### src/rtl/vga_timing_pkg.sv
// rtl/vga_timing_pkg.sv - 640x480@60 Hz raster timing constants shared by all graphics layers
package vga_timing_pkg;

  localparam int H_DISPLAY = 640;
  localparam int H_FRONT   = 16;
  localparam int H_SYNC    = 96;
  localparam int H_BACK    = 48;
  localparam int V_DISPLAY = 480;
  localparam int V_FRONT   = 10;
  localparam int V_SYNC    = 2;
  localparam int V_BACK    = 33;

  localparam int H_TOTAL = H_DISPLAY + H_FRONT + H_SYNC + H_BACK;
  localparam int V_TOTAL = V_DISPLAY + V_FRONT + V_SYNC + V_BACK;

  localparam int CNT_W = 10;

  function automatic logic in_window(input logic [CNT_W-1:0] val,
                                     input logic [CNT_W-1:0] lo,
                                     input logic [CNT_W-1:0] hi);
    return (val >= lo) && (val <= hi);
  endfunction

endpackage

### src/rtl/vga_sync_gen_pix_tick_div.sv
// rtl/vga_sync_gen_pix_tick_div.sv - pixel-enable divider, one p_tick every CLK_DIV clocks
module pix_tick_div #(
  parameter int CLK_DIV = 4
) (
  input  logic clk,
  input  logic reset,
  output logic p_tick
);

  // With CLK_DIV=1 the counter is pinned at 0 and p_tick stays high.
  localparam int DW = (CLK_DIV > 1) ? $clog2(CLK_DIV) : 1;
  localparam logic [DW-1:0] DIV_MAX = DW'(CLK_DIV - 1);

  logic [DW-1:0] div_q, div_d;

  always_comb begin
    div_d = (div_q == DIV_MAX) ? '0 : div_q + DW'(1);
  end

  always_ff @(posedge clk or negedge reset) begin
    if (!reset) begin
      div_q <= '0;
    end else begin
      div_q <= div_d;
    end
  end

  assign p_tick = (div_q == DIV_MAX);

endmodule

### src/rtl/vga_sync_gen.sv
// rtl/vga_sync_gen.sv - VGA raster counters with zero-skew registered sync, video_on and frame_tick
module vga_sync_gen #(
  parameter int   CLK_DIV   = 4,
  parameter int   H_DISPLAY = vga_timing_pkg::H_DISPLAY,
  parameter int   H_FRONT   = vga_timing_pkg::H_FRONT,
  parameter int   H_SYNC    = vga_timing_pkg::H_SYNC,
  parameter int   H_BACK    = vga_timing_pkg::H_BACK,
  parameter int   V_DISPLAY = vga_timing_pkg::V_DISPLAY,
  parameter int   V_FRONT   = vga_timing_pkg::V_FRONT,
  parameter int   V_SYNC    = vga_timing_pkg::V_SYNC,
  parameter int   V_BACK    = vga_timing_pkg::V_BACK,
  parameter logic SYNC_POL  = 1'b0
) (
  input  logic       clk,
  input  logic       reset,
  output logic       hsync,
  output logic       vsync,
  output logic       video_on,
  output logic       p_tick,
  output logic [9:0] pix_x,
  output logic [9:0] pix_y,
  output logic       frame_tick
);

  import vga_timing_pkg::*;

  localparam logic [9:0] H_MAX = 10'(H_DISPLAY + H_FRONT + H_SYNC + H_BACK - 1);
  localparam logic [9:0] V_MAX = 10'(V_DISPLAY + V_FRONT + V_SYNC + V_BACK - 1);
  localparam logic [9:0] HS_LO = 10'(H_DISPLAY + H_FRONT);
  localparam logic [9:0] HS_HI = 10'(H_DISPLAY + H_FRONT + H_SYNC - 1);
  localparam logic [9:0] VS_LO = 10'(V_DISPLAY + V_FRONT);
  localparam logic [9:0] VS_HI = 10'(V_DISPLAY + V_FRONT + V_SYNC - 1);
  localparam logic [9:0] H_VIS = 10'(H_DISPLAY);
  localparam logic [9:0] V_VIS = 10'(V_DISPLAY);

  logic       tick;
  logic       h_wrap, v_wrap;
  logic [9:0] h_q, h_d, v_q, v_d;
  logic       hsync_q, vsync_q, video_on_q, frame_tick_q;

  pix_tick_div #(.CLK_DIV(CLK_DIV)) u_div (
    .clk   (clk),
    .reset (reset),
    .p_tick(tick)
  );

  always_comb begin
    h_wrap = tick && (h_q == H_MAX);
    v_wrap = h_wrap && (v_q == V_MAX);
    h_d    = h_q;
    v_d    = v_q;
    if (tick) begin
      h_d = h_wrap ? '0 : h_q + 10'd1;
    end
    if (h_wrap) begin
      v_d = (v_q == V_MAX) ? '0 : v_q + 10'd1;
    end
  end

  // Decode from next-state counters so the registered flags line up with pix_x/pix_y.
  always_ff @(posedge clk or negedge reset) begin
    if (!reset) begin
      h_q          <= '0;
      v_q          <= '0;
      hsync_q      <= ~SYNC_POL;
      vsync_q      <= ~SYNC_POL;
      video_on_q   <= 1'b0;
      frame_tick_q <= 1'b0;
    end else begin
      h_q          <= h_d;
      v_q          <= v_d;
      hsync_q      <= in_window(h_d, HS_LO, HS_HI) ? SYNC_POL : ~SYNC_POL;
      vsync_q      <= in_window(v_d, VS_LO, VS_HI) ? SYNC_POL : ~SYNC_POL;
      video_on_q   <= (h_d < H_VIS) && (v_d < V_VIS);
      frame_tick_q <= v_wrap;
    end
  end

  assign p_tick     = tick;
  assign pix_x      = h_q;
  assign pix_y      = v_q;
  assign hsync      = hsync_q;
  assign vsync      = vsync_q;
  assign video_on   = video_on_q;
  assign frame_tick = frame_tick_q;

endmodule

### config.mk
export PLATFORM = sky130hd
export DESIGN_NAME = vga_sync_gen
export DESIGN_NICKNAME = d
export VERILOG_FILES = /design/src/rtl/vga_timing_pkg.sv /design/src/rtl/vga_sync_gen_pix_tick_div.sv /design/src/rtl/vga_sync_gen.sv
export SDC_FILE = /design/constraint.sdc
export NUM_CORES = 1
export LEC_CHECK = 0
export BUFFER_PORTS_ARGS = -buffer_cell sky130_fd_sc_hd__buf_2
export CAP_MARGIN = 20
export CORE_UTILIZATION = 61
export CTS_BUF_LIST = sky130_fd_sc_hd__clkbuf_4 sky130_fd_sc_hd__clkbuf_8
export DETAILED_ROUTE_END_ITERATION = 8
export PLACE_DENSITY = 0.83
export SYNTH_ARGS = -nofsm -noshare
export SYNTH_HDL_FRONTEND = slang
export SYNTH_SLANG_ARGS = --single-unit
### constraint.sdc
create_clock -name clk -period 5.1 [get_ports clk]
set_input_delay 1.02 -clock clk [delete_from_list [all_inputs] [get_ports clk]]
set_output_delay 1.02 -clock clk [all_outputs]
set_load 0.01 [all_outputs]
==> results.yml <==
global_routing:
  grt_pass1_vias: 970
  antenna_found_initial: 0
  track_usage_pct: 24.3
  grt_pass1_wl_um: 4600
  grt_max_degree: 27
  grt_overflow: 0
synthesis:
  synth_area_leaders: "dfrtp_1, dfstp_2, ha_1"
  ys_seq_area_share_pct: 46.8
  ys_warn_count: 0
  synthesis.area_mm2: 0.00140
  synthesis.nets: 143
  async_reset_ff_share_pct: 100
  syn_area_per_cell_um2: 10.2
  ys_ff_latch: 26
  synth_edf_count: 0
  synth_top_area_share_pct: 43.0
  syn_inst: 137
  ys_types: 44
  synth_top_area_cell: "dfrtp_1"
  synthFlopType: "dfrtp_1"
layout:
  nets: 170
  fin_cells: 189
  fillers: 150
  drive_above_1_share_pct: 24.7
  diodes: 0
  final_area_mm2: 0.00156
  area_delta_synth_final_pct: 11.9
timing:
  rsz0062_at_grt: "false"
  fmax_mhz: 410
  slew_viol_final: 0
  tightest_slew_ns: 0.647
  fin_hold_ws_ns: 0.443
  period_needed_ns: 2.44
  fin_skew_ns: 0.00617
  fin_tns_setup_ns: 0
  slew_headroom_pct: 56.5
  hold_violations: 0
  setup_violations: 0
  fin_ws_ns: 2.66
  period_share_pct: 47.9
worst_setup_path:
  crit_fanout: 11
  cp-end-kind: "register"
  path_class: "register to register"
  start_kind: "register"
  required_ns: 5.29
  cp.arrival_ns: 2.63
  r2r_setup_slack_ns: 2.66
floorplanning:
  design.die.area_mm2: 0.00248
  fp.dieH_um: 49.8
  start_util_pct: 67.7
  die_x_um: 49.8
  pin_count: 27
  coreArea_mm2: 0.00206
  rows: 16
route:
  drc: 0
  vias: 1163
  drt_iter0_drc: 34
  dr.pass1.iters: 4
  ant_nets: 0
  avgViaCountPerCell: 6.15
  wl_per_cell_um: 14.6
  wl_um: 2750
clock_network:
  clock_latency_ns: 0.31
  cts_tree: "done"
  hold_buffers: 0
  cts_setup_buffers: 0
  cts.sinks: 26
  cts_buffers: 3
  cts_resized: 0
  clockRootBuffer: "clkbuf_4"
  htreeDepth: 1
  clkTransAtPathRegs_ns: 0.13
  clockBufferDepth: 2
hold_path:
  hold_class: "register to register"
placement:
  gp_congestion: 0.916
  dp_hpwl_um: 2040
  place_area_mm2: 0.00154
  dp_slack_ns: 2.69
  port_buffers: 26
  dp_cells: 186
outcome:
  status: "complete, no violations"
power:
  p_per_area_mw_per_mm2: 188
  peakVddDrop_v: 0.000166
  leakagePower_nw: 0.752
run:
  max_cap_viol_count: 0
## per-layer routing
metal / GRT usage [%] / wire length [um] / up-vias
met5: 0 / 0 / -
met2: 38.5 / 1280 / 41
met1: 35.4 / 1320 / 568
li1: - / - / 552
met3: 4.01 / 141 / 2
met4: 4.29 / 15 / 0
## registers in the layout, indices dropped and copies added (netlist names)
signal,cells
pix_x,10
pix_y,10
u_div.div_q,2
frame_tick,1
hsync,1
video_on,1
vsync,1
## critical path, stage by stage (launching register included)
cell and delay, ns:
dfrtp_1 0.38, ha_1 0.34, nand4_2 0.21, or4_4 0.54, or4b_1 0.52, a22oi_1 0.21
a211oi_1 0.12
## cells by family after synthesis
logic type | count (synthesis) | share of synthesized area, %
AOI/OAI and AO/OA | 24 | 12.2
buffers and inverters | 17 | 5.20
adders and majority gates | 4 | 3.59
xor gates and xnor gates | 8 | 5.02
DFF | 26 | 46.8
and+or+nand+nor | 55 | 24.9
muxes | 3 | 2.24
## cell type report
cell class / instances / area, um^2 / share of cell area [%]
multi-input cells: 94 / 669 / 42.9
repair buffers: 27 / 138 / 8.81
inverters: 12 / 45.0 / 2.88
clock buffers: 3 / 22.5 / 1.44
well taps: 27 / 33.8 / 2.16
flip-flops and latches: 26 / 653 / 41.8
## synth_stat cells (all sizes together) (2+ instances only)
cell type and count:
xor2 5, nand3 9, or4 5, nand4 3
nor4 4, a211oi 2, dfstp 2, o21ai 7
inv 12, mux2i 2, or3 2, nand2 12
dfrtp 24, ha 4, nand4bb 2, and4 3
clkbuf 3, a22oi 2, a21oi 3, nor2 6
xnor2 3, buf 2, o211ai 3, nor3 2
## per-stage QoR
stage               util [%]  total power (W)
CTS                     75.7         0.000297
global placement        74.6         0.000214
detailed placement      74.6         0.000214
global route            75.7         0.000305
finish                  75.7         0.000293
floorplan                  -         0.000210
## worst paths after layout
| check | start | endpoint | depth (start not counted) |
|---|---|---|---|
| max | u_div.div_q[0] | video_on | 6 |
| min | u_div.div_q[0] | u_div.div_q[0] | 1 |
| max reg2reg | u_div.div_q[0] | video_on | 6 |
| min reg2reg | u_div.div_q[0] | u_div.div_q[0] | 1 |
| max in group asynchronous | reset | vsync | 1 |
| min in group asynchronous | reset | pix_x[4] | 1 |
## power breakdown
group	internal [W]	total, W	switching, W
Combinational	0.000000274	0.00000389	0.00000362
Clock	0.0000275	0.0000832	0.0000556
Sequential	0.000206	0.000206	0
## cells in the final DEF, fill, tap and decap left out, types with 2 or more instances in the layout
master / Yosys / routed
or4_4: 2 / 2
nand3_1: 9 / 9
o211ai_1: 3 / 3
nor3_1: 2 / 2
clkbuf_4: 0 / 3
a21oi_1: 3 / 3
a22oi_1: 2 / 2
nand4_1: 2 / 2
xnor2_1: 3 / 3
ha_1: 4 / 4
and4_1: 3 / 3
dfstp_2: 2 / 2
o21ai_0: 7 / 7
xor2_1: 5 / 5
nor2_1: 6 / 6
or3_1: 2 / 2
or4_1: 3 / 3
mux2i_1: 2 / 2
nand2_1: 12 / 12
inv_1: 12 / 12
nor4_1: 4 / 4
dfrtp_1: 24 / 24
buf_2: 1 / 26
(Power assumes the default switching activity.)
